<file path="config.mk">
export PLATFORM = sky130hd
export DESIGN_NAME = min_path_selector
export DESIGN_NICKNAME = d
export VERILOG_FILES = /design/src/rtl/min_path_selector.sv
export SDC_FILE = /design/constraint.sdc
export NUM_CORES = 1
export LEC_CHECK = 0
export ABC_AREA = 1
export CAP_MARGIN = 20
export CELL_PAD_IN_SITES_DETAIL_PLACEMENT = 0
export CELL_PAD_IN_SITES_GLOBAL_PLACEMENT = 1
export CORE_UTILIZATION = 35
export DETAILED_ROUTE_END_ITERATION = 8
export GPL_ROUTABILITY_DRIVEN = 1
export GPL_TIMING_DRIVEN = 0
export PLACE_DENSITY_LB_ADDON = 0.1
export SKIP_CTS_REPAIR_TIMING = 1
export SLEW_MARGIN = 40
export SYNTH_ARGS = -nofsm -noshare
export SYNTH_HDL_FRONTEND = slang
export SYNTH_SLANG_ARGS = --single-unit
</file>
<file path="constraint.sdc">
create_clock -name clk -period 2.2 [get_ports clk]
set_input_delay 0.22 -clock clk [delete_from_list [all_inputs] [get_ports clk]]
set_output_delay 0.22 -clock clk [all_outputs]
set_load 0.01 [all_outputs]
</file>
<file path="src/rtl/min_path_selector.sv">
// Survivor selector: registered pairwise min-metric tree over NUM_STATES {metric, path, index} candidates.
// Latency LVL = log2(NUM_STATES) cycles, one beat per cycle; ties go to the lowest state index.
// Backpressure: the whole tree stalls while valid_out && !ready_out; refresh flushes regardless of stall.
module min_path_selector #(
  parameter int NUM_STATES = 4,
  parameter int METRIC_W   = 4,
  parameter int PATH_W     = 8,
  parameter int PTR_W      = 3,
  localparam int LVL       = $clog2(NUM_STATES)
) (
  input  logic                         clk,
  input  logic                         rst_n,
  input  logic                         refresh,
  input  logic                         valid_in,
  output logic                         ready_in,
  input  logic [NUM_STATES*PATH_W-1:0]   path_in,
  input  logic [NUM_STATES*METRIC_W-1:0] metric_in,
  input  logic [PTR_W-1:0]             write_pointer_in,
  output logic                         valid_out,
  input  logic                         ready_out,
  output logic [PATH_W-1:0]            out,
  output logic [LVL-1:0]               out_state,
  output logic [METRIC_W-1:0]          out_metric,
  output logic [PTR_W-1:0]             write_pointer_out,
  output logic                         renorm_req
);

  localparam int NODES = NUM_STATES - 1;

  typedef struct packed {
    logic [METRIC_W-1:0] metric;
    logic [PATH_W-1:0]   path;
    logic [LVL-1:0]      idx;
  } cand_t;

  localparam cand_t RST_CAND = cand_t'({{METRIC_W{1'b1}}, {(PATH_W + LVL){1'b0}}});

  cand_t            node_q [NODES];
  cand_t            node_d [NODES];
  logic [LVL-1:0]   vld_q;
  logic [PTR_W-1:0] ptr_q [LVL];
  logic             advance;
  logic             accept;

  function automatic cand_t pick(input cand_t a, input cand_t b);
    return (a.metric <= b.metric) ? a : b;
  endfunction

  assign valid_out = vld_q[LVL-1];
  assign advance   = !valid_out || ready_out;
  assign ready_in  = advance && !refresh;
  assign accept    = valid_in && ready_in;

  // Nodes are stored flat: level k starts at NUM_STATES - (NUM_STATES >> k), so the last node is the output.
  for (genvar k = 0; k < LVL; k++) begin : g_lvl
    localparam int CUR = NUM_STATES - (NUM_STATES >> k);
    for (genvar j = 0; j < (NUM_STATES >> (k + 1)); j++) begin : g_node
      if (k == 0) begin : g_leaf
        cand_t a;
        cand_t b;
        assign a = cand_t'({metric_in[(2*j)*METRIC_W +: METRIC_W],
                            path_in[(2*j)*PATH_W +: PATH_W], LVL'(2*j)});
        assign b = cand_t'({metric_in[(2*j+1)*METRIC_W +: METRIC_W],
                            path_in[(2*j+1)*PATH_W +: PATH_W], LVL'(2*j+1)});
        assign node_d[CUR + j] = pick(a, b);
      end else begin : g_inner
        localparam int PRV = NUM_STATES - (NUM_STATES >> (k - 1));
        assign node_d[CUR + j] = pick(node_q[PRV + 2*j], node_q[PRV + 2*j + 1]);
      end
    end
  end

  always_ff @(posedge clk or negedge rst_n) begin
    if (!rst_n) begin
      vld_q <= '0;
      for (int i = 0; i < NODES; i++) node_q[i] <= RST_CAND;
      for (int k = 0; k < LVL; k++) ptr_q[k] <= '0;
    end else if (refresh) begin
      vld_q <= '0;
      for (int i = 0; i < NODES; i++) node_q[i] <= RST_CAND;
      for (int k = 0; k < LVL; k++) ptr_q[k] <= '0;
    end else if (advance) begin
      // Bubbles still load data; only the valid bit marks the slot as empty.
      vld_q[0] <= accept;
      ptr_q[0] <= write_pointer_in;
      for (int k = 1; k < LVL; k++) begin
        vld_q[k] <= vld_q[k-1];
        ptr_q[k] <= ptr_q[k-1];
      end
      for (int i = 0; i < NODES; i++) node_q[i] <= node_d[i];
    end
  end

  assign out               = node_q[NODES-1].path;
  assign out_state         = node_q[NODES-1].idx;
  assign out_metric        = node_q[NODES-1].metric;
  assign write_pointer_out = ptr_q[LVL-1];
  assign renorm_req        = out_metric[METRIC_W-1];

endmodule

</file>
# Word level (Yosys, flattened, before mapping)
# Cells that the tools add are included.
# op_classes
mux	9
eq_ne	0
multipliers	0
n_bitwise	0
order_cmp	3
n_div	0
add_sub_neg	0
n_reduce_logical	6
shift	0
# ops
operator	count
$mux W42	2
$mux W14	3
$le A4 B4 Y1	3
$mux W6	2
$mux W2	2
$logic_and A1 B1 Y1	2
$logic_not A1 Y1	2
$reduce_bool A2 Y1	1
$logic_or A1 B1 Y1	1
# word_totals
mem_count	0
latchBits	0
inputBits	56
mem_bits_ro	0
reg_bits	50
wordCells	30
out_inout_bits	20
mem_bits_rw	0

# Logic depth before layout (Yosys ltp)
# Gate-level depths: netlist (run 1).
# logic_depth
word_depth	6
depth_mapped	12
ltp_nobuf	12

# Worst setup path before layout (run 1)
# Ideal clock, no wire load.
# synth_path
path_type	reg2reg
startpoint	register, netlist name node_q[25]
endpoint	register, netlist name out_state[0]
required_ns	2.083
setup_ns	0.117
period_less_slack_ns	1.657
t_arrival_ns	1.540
stages_incl_launch_ff	12
n_path_buf	1
path_slack_ns	0.543
cell_sequence	dfstp_2 inv_1 ha_1 nand2_1 nand2_1 nand2_1 nand2_1 nand2_1 buf_2 nand2_1 nand3_1 nand2_1
# synth_between
elab_chain_len	4
# synth_rtl
item	line_no	rtl
$le A4 B4 Y1	46	return (a.metric <= b.metric) ? a : b;
$mux W14	46	
$mux W42	82	end else if (advance) begin
$mux W42	78	end else if (refresh) begin
# No other way between the ends. The select of a mux whose other input is x is not followed.
# A chain may end at the register's enable or synchronous reset.

# Worst setup path after layout (run 1)
# layout_path
startpoint	input refresh
endpoint	output ready_in
# layout_between
elab_chain_len	2
# layout_rtl
item	line_no	rtl
start: declaration	13	input logic refresh,
$logic_not A1 Y1	51	assign ready_in = advance && !refresh;
$logic_and A1 B1 Y1	51	
end: declaration	15	output logic ready_in,
# No other way between the ends.

==> results of run 1 <==
worst max-delay path by stage:
stage | cells past startpoint | end | slack (ps) | start
5_1_grt | 11 | out[5] | 30 | node_q[25]
3_3_place_gp | 1 | vld_q[1] | -530 | rst_n
2_1_floorplan | 11 | out_state[0] | 540 | node_q[25]
6_report | 5 | ready_in | 130 | refresh
3_5_place_dp | 5 | ready_in | -30 | refresh
4_1_cts | 5 | ready_in | -40 | refresh
cells in the mapped netlist:
cell / instances
ha_1: 12
o21ai_0: 9
or2_2: 1
inv_2: 1
clkbuf_1: 3
dfstp_2: 12
nor2_1: 30
nor2_4: 2
buf_2: 11
nand2_1: 101
nand3_1: 43
inv_1: 56
dfrtp_1: 37
nand3b_1: 8
buf_4: 19
o22ai_1: 1
a21oi_1: 24
o21ai_1: 16
a21boi_0: 7
nand3_2: 1
buf_6: 3
layout make-up:
cell class                 count  area [µm²]  area share
clock inverter                 1        5.00     0.00125
sequential                    49        1240       0.311
inverter                      57         214      0.0536
clock buffer                   7        96.3      0.0241
timing repair buffer          80         801       0.201
tap                          105         131      0.0329
multi-input combinational    255        1260       0.315
buffer                        36         245      0.0614
sequential cells by signal, indices dropped and copies added, names as in the netlist:
| register | count |
|---|---|
| node_q | 27 |
| write_pointer_out | 3 |
| vld_q | 2 |
| out_metric | 4 |
| out | 8 |
| ptr_q | 3 |
| out_state | 2 |
power breakdown:
part / leakage, nW / internal [W] / switching [W]
combinational: 1.33 / 0.000465 / 0.000442
sequential: 0.606 / 0.00104 / 0.0000654
clock: 0.0542 / 0.000285 / 0.000313
total: 1.99 / 0.00179 / 0.000820
placed cells by master (no fill, tap or decap):
cell	n
o21ai_1	16
nand3b_1	8
clkdlybuf4s50_1	74
dlygate4sd3_1	1
o22ai_1	1
buf_4	23
nand3_2	1
buf_12	1
nand2_1	101
clkbuf_8	7
clkinv_2	1
clkbuf_4	1
or2_2	1
inv_2	1
clkbuf_1	3
dfrtp_1	37
ha_1	12
nor2_1	30
inv_1	56
dfstp_2	12
a21oi_1	24
buf_2	10
nand3_1	43
buf_6	3
o21ai_0	9
a21boi_0	7
nor2_4	2
critical path, delay by kind of cell:
family / cells / cell delay (ps)
buf+inv: 3 / 1340
simple gates: 2 / 280
kinds of logic (layout without fill, tap and decap cells):
logic type                 count (synthesis)  in the layout  share of synthesized area
adders and majority gates                 12             12                     0.0508
buffers and inverters                     93            181                      0.154
DFF                                       49             49                      0.420
and+or+nand+nor                          186            186                      0.272
AOI/OAI and AO/OA                         57             57                      0.103
through the flow:
step / cell area (µm²) / TNS [ps] / power [W] / instances
after floorplan: 2960 / 0 / 0.00164 / 397
after global placement: 3840 / -19850 / 0.00202 / 577
after detailed placement: 3860 / -29.8 / 0.00203 / 578
after CTS: 3960 / -35.0 / 0.00264 / 586
after global routing: 3990 / 0 / 0.00280 / 590
final: 3990 / 0 / 0.00261 / 590
layer usage:
| layer | global-route usage | vias up | part of all wire |
|---|---|---|---|
| li1 | - | 1404 | - |
| met1 | 0.256 | 1219 | 0.51 |
| met2 | 0.305 | 57 | 0.45 |
| met3 | 0.0235 | 6 | 0.035 |
| met4 | 0.0577 | 0 | 0.012 |
| met5 | 0 | - | 0 |
==> flow_summary_export.csv, run 1 <==
group,metric,value,unit
global_routing,antenna_found_initial,0,
setup_path,cp-end-kind,"primary output",
power_and_ir_drop,pwr_density_cell,654,mW/mm²
global_routing,grt_pass1_wl,12.8,mm
routing,vias_per_cell,4.55,
floorplanning,io_pins,76,
placement,placement.io_buffers,75,
placement,place_congestion,0.822,
setup_path,rr_worst_depth,11,
clock_tree,numClockSinks,49,
logic_synthesis,synth_top_area_share,0.313,
routing,wl_per_cell,12.8,µm
status,status,"finished, violations left",
logic_synthesis,syn_nets,465,
floorplanning,fp-row-count,33,
power_and_ir_drop,ir_drop,0.272,mV
clock_tree,cts_tree,"built",
floorplanning,core,0.00822,mm²
finish,n_antenna_cell,0,
setup_path,worstSetupPathType,"input port to primary output",
logic_synthesis,syn_area,0.00296,mm²
timing,slew_violations,0,
timing,tightest_slew,553,ps
logic_synthesis,yosysTopAreaCell,"dfrtp_1",
timing,hold_violations,0,
clock_tree,clkLatencyLatePin,310,ps
timing,rsz0062_at_grt,"no",
timing,finalCritPeriodShare,0.939,
timing,max_freq,0.484,GHz
setup_path,crit_fanout,10,
timing,fin_worst_skew,8.77,ps
setup_path,rr_endpoint,"out[5]",
setup_path,cpPeakStageDelay,590,ps
logic_synthesis,synth_area_leaders,"dfrtp_1 (31%), nand2_1 (13%), dfstp_2 (11%)",
floorplanning,die_x,93.9,µm
routing,dr.first_iter.drc_count,91,
finish,fillers,842,
clock_tree,cts_root_buffer,"clkbuf_8",
clock_tree,cts-htree-levels,2,
logic_synthesis,synth_seq_cells,49,
logic_synthesis,synth_area_per_cell,7.45,µm²
timing,setup_violations,0,
min_path,hold_path_class,"input port to async pin",
timing,worst_slack,135,ps
run,drv_cap,0,
floorplanning,start_util,0.360,
clock_tree,path_clk_slew,100,ps
setup_path,r2r_start,"node_q[25]",
global_routing,grt_max_degree,27,
setup_path,start_kind,"input port",
routing,routed_wl,7.53,mm
floorplanning,die-area,0.00882,mm²
logic_synthesis,synth.distinct_cells,21,
timing,post-route-min-period,2070,ps
setup_path,reg2reg_slack,300,ps
routing,drtPass1Iterations,6,
power_and_ir_drop,leakage,1.99,nW
setup_path,crit_chain,"clkdlybuf4s50_1 > nor2_4 > nor2_4 > buf_4 > clkdlybuf4s50_1",
clock_tree,cts_buffers,5,
routing,route.detailed.drc,2,
setup_path,worst_path_max_delay_cell,"clkdlybuf4s50_1",
global_routing,grt_util_all_layers,0.187,
routing,antenna_left,0,
routing,vias,2686,
setup_path,crit_arrival,1850,ps
placement,dpl_worst_slack,-29.8,ps
timing,worst_slew_margin_rel,0.631,
setup_path,cp.required,1980,ps
global_routing,first_global_vias,2708,
logic_synthesis,ys_seq_area_frac,0.420,
clock_tree,clockBufferDepth,2,
finish,drive_above_1_share,0.130,
logic_synthesis,synthCells,397,
finish,area_growth,35.0,%
logic_synthesis,yosys_warnings,0,
placement,dp_hpwl,5.72,mm
floorplanning,dieHeight,93.9,µm
finish,nets,552,
status,violations,"design-rule violations",
finish,postLayoutCoreUtil,0.486,
timing,worst_hold_slack,351,ps
global_routing,globalRouteOverflowTotal,0,
No activity file was read; power rests on OpenSTA's default activity.
==> run 2, diff against run 1 <==
--- a/config.mk
+++ b/config.mk
@@ -9,12 +9,14 @@
 export CAP_MARGIN = 20
 export CELL_PAD_IN_SITES_DETAIL_PLACEMENT = 0
 export CELL_PAD_IN_SITES_GLOBAL_PLACEMENT = 1
+export CORE_MARGIN = 2
 export CORE_UTILIZATION = 35
 export DETAILED_ROUTE_END_ITERATION = 8
 export GPL_ROUTABILITY_DRIVEN = 1
 export GPL_TIMING_DRIVEN = 0
 export PLACE_DENSITY_LB_ADDON = 0.1
 export SKIP_CTS_REPAIR_TIMING = 1
+export SKIP_LAST_GASP = 1
 export SLEW_MARGIN = 40
 export SYNTH_ARGS = -nofsm -noshare
 export SYNTH_HDL_FRONTEND = slang
==> flow_summary_export.csv, run 2 (synthesized netlist as in run 1, its figures left out) <==
group,metric,value,unit
power_and_ir_drop,switching_share,0.304,
clock_tree,clkLatencyLatePin,300,ps
routing,wl_per_cell,12.8,µm
clock_tree,path_clk_slew,90,ps
placement,dp_hpwl,5.78,mm
power_and_ir_drop,p_clk_frac,0.251,
power_and_ir_drop,comb_power_share,0.337,
timing,worst_slew_margin_rel,0.647,
routing,top_layer,"met4",
placement,place_congestion,0.845,
power_and_ir_drop,leakage,2.00,nW
floorplanning,dieHeight,95.9,µm
finish,largest_reg_flops,27,
power_and_ir_drop,p_int,0.00187,W
routing,drtPass1Iterations,4,
routing,routed_wl,7.57,mm
finish,drive_above_1_share,0.130,
finish,regMostFlops,"node_q",
floorplanning,start_util,0.360,
routing,met1_length,3.64,mm
run,drv_cap,0,
finish,nets,552,
routing,route.detailed.drc,0,
floorplanning,io_pins,76,
timing,post-route-min-period,2030,ps
global_routing,grt_max_degree,37,
routing,antenna_left,0,
timing,hold_violations,0,
setup_path,start_kind,"input port",
floorplanning,core,0.00822,mm²
status,status,"completed",
clock_tree,cts_root_buffer,"clkbuf_8",
setup_path,cp.required,1980,ps
power_and_ir_drop,pwr_density_cell,672,mW/mm²
clock_tree,cts_tree,"built",
clock_tree,cts-htree-levels,2,
placement,placement.io_buffers,75,
finish,area_growth,35.6,%
routing,met2_length,3.44,mm
timing,finalCritPeriodShare,0.924,
finish,layout_common_cells,"nand2_1 (101), clkdlybuf4s50_1 (74), inv_1 (56)",
timing,tightest_slew,530,ps
setup_path,cp-end-kind,"primary output",
finish,n_antenna_cell,0,
finish,layout_commonest_cell,"nand2_1",
routing,wl_met3,398,µm
setup_path,worstSetupPathType,"input port to primary output",
timing,slew_violations,0,
clock_tree,cts_buffers,5,
global_routing,first_global_vias,2669,
routing,dr.first_iter.drc_count,78,
timing,max_freq,0.492,GHz
global_routing,globalRouteOverflowTotal,0,
clock_tree,clockBufferDepth,2,
routing,vias_per_cell,4.62,
floorplanning,die_x,95.9,µm
floorplanning,fp-row-count,33,
power_and_ir_drop,ir_drop,0.240,mV
power_and_ir_drop,switchingPower,0.000820,W
global_routing,grt_pass1_wl,12.6,mm
timing,rsz0062_at_grt,"no",
timing,fin_worst_skew,5.72,ps
timing,setup_violations,0,
power_and_ir_drop,seqPwrFrac,0.412,
floorplanning,die-area,0.00920,mm²
finish,postLayoutCoreUtil,0.488,
power_and_ir_drop,total_power,0.00270,W
global_routing,antenna_found_initial,0,
routing,vias,2723,
min_path,hold_path_class,"input port to async pin",
clock_tree,numClockSinks,49,
global_routing,grt_util_all_layers,0.177,
setup_path,crit_arrival,1810,ps
setup_path,crit_fanout,10,
[run 2: cell types whose count changed in the layout (fill, tap and decap cells not counted), sizes merged]
cell / change
bufinv: +1
clkinv: -1
buf: +1
clkinvlp: +1
clkbuf: -2
[run 2: path summary, 6_finish.rpt]
kind | start | endpoint | slack [ps] | cells after the start
hold / removal | rst_n | node_q[18] | 300 | 2
min in group clk | write_pointer_in[1] | ptr_q[4] | 470 | 3
hold reg to reg | out[1] | out[1] | 490 | 2
max in group asynchronous | rst_n | out_metric[0] | 1380 | 3
setup reg to reg | node_q[25] | out[4] | 250 | 11
setup / recovery | refresh | ready_in | 170 | 5
[run 2: cell type report]
type,instances,area (µm²)
flip-flops and latches,49,1240
clock buffers,6,82.6
clock inverters,2,37.5
repair buffers,80,801
inverters,57,214
plain buffers,36,243
multi-input cells,255,1260
well taps,105,131
fillers,828,4210
[run 2: power by group through the flow]
stage / logic [W] / registers (W) / clock network (W)
final: 0.000909 / 0.00111 / 0.000677
after detailed placement: 0.000912 / 0.00113 / 0
after global routing: 0.00103 / 0.00113 / 0.000729
after global placement: 0.000895 / 0.00112 / 0
after floorplan: 0.000533 / 0.00111 / 0
after CTS: 0.000917 / 0.00111 / 0.000698
[run 2: worst max-delay path, stage by stage]
cell             delay [ps]
clkdlybuf4s50_1         590
nor2_4                  110
nor2_4                  150
buf_4                   190
clkdlybuf4s50_1         550
[run 2: through the flow]
stage	instance area (µm²)	cells	hold WS [ps]	TNS [ps]	setup WS, ps
final	4010	590	304	0	168
after global routing	4010	590	325	0	44.4
after CTS	3980	586	-246	-26.7	-26.7
after detailed placement	3860	578	89.8	-19.2	-19.2
after global placement	3840	577	458	-19610	-531
after floorplan	2960	397	-75.6	0	543
[run 2: routing by layer]
metal / track usage / vias up
met5: 0 / -
met4: 0.0464 / 0
met3: 0.0227 / 7
met2: 0.298 / 77
met1: 0.241 / 1227
li1: - / 1412
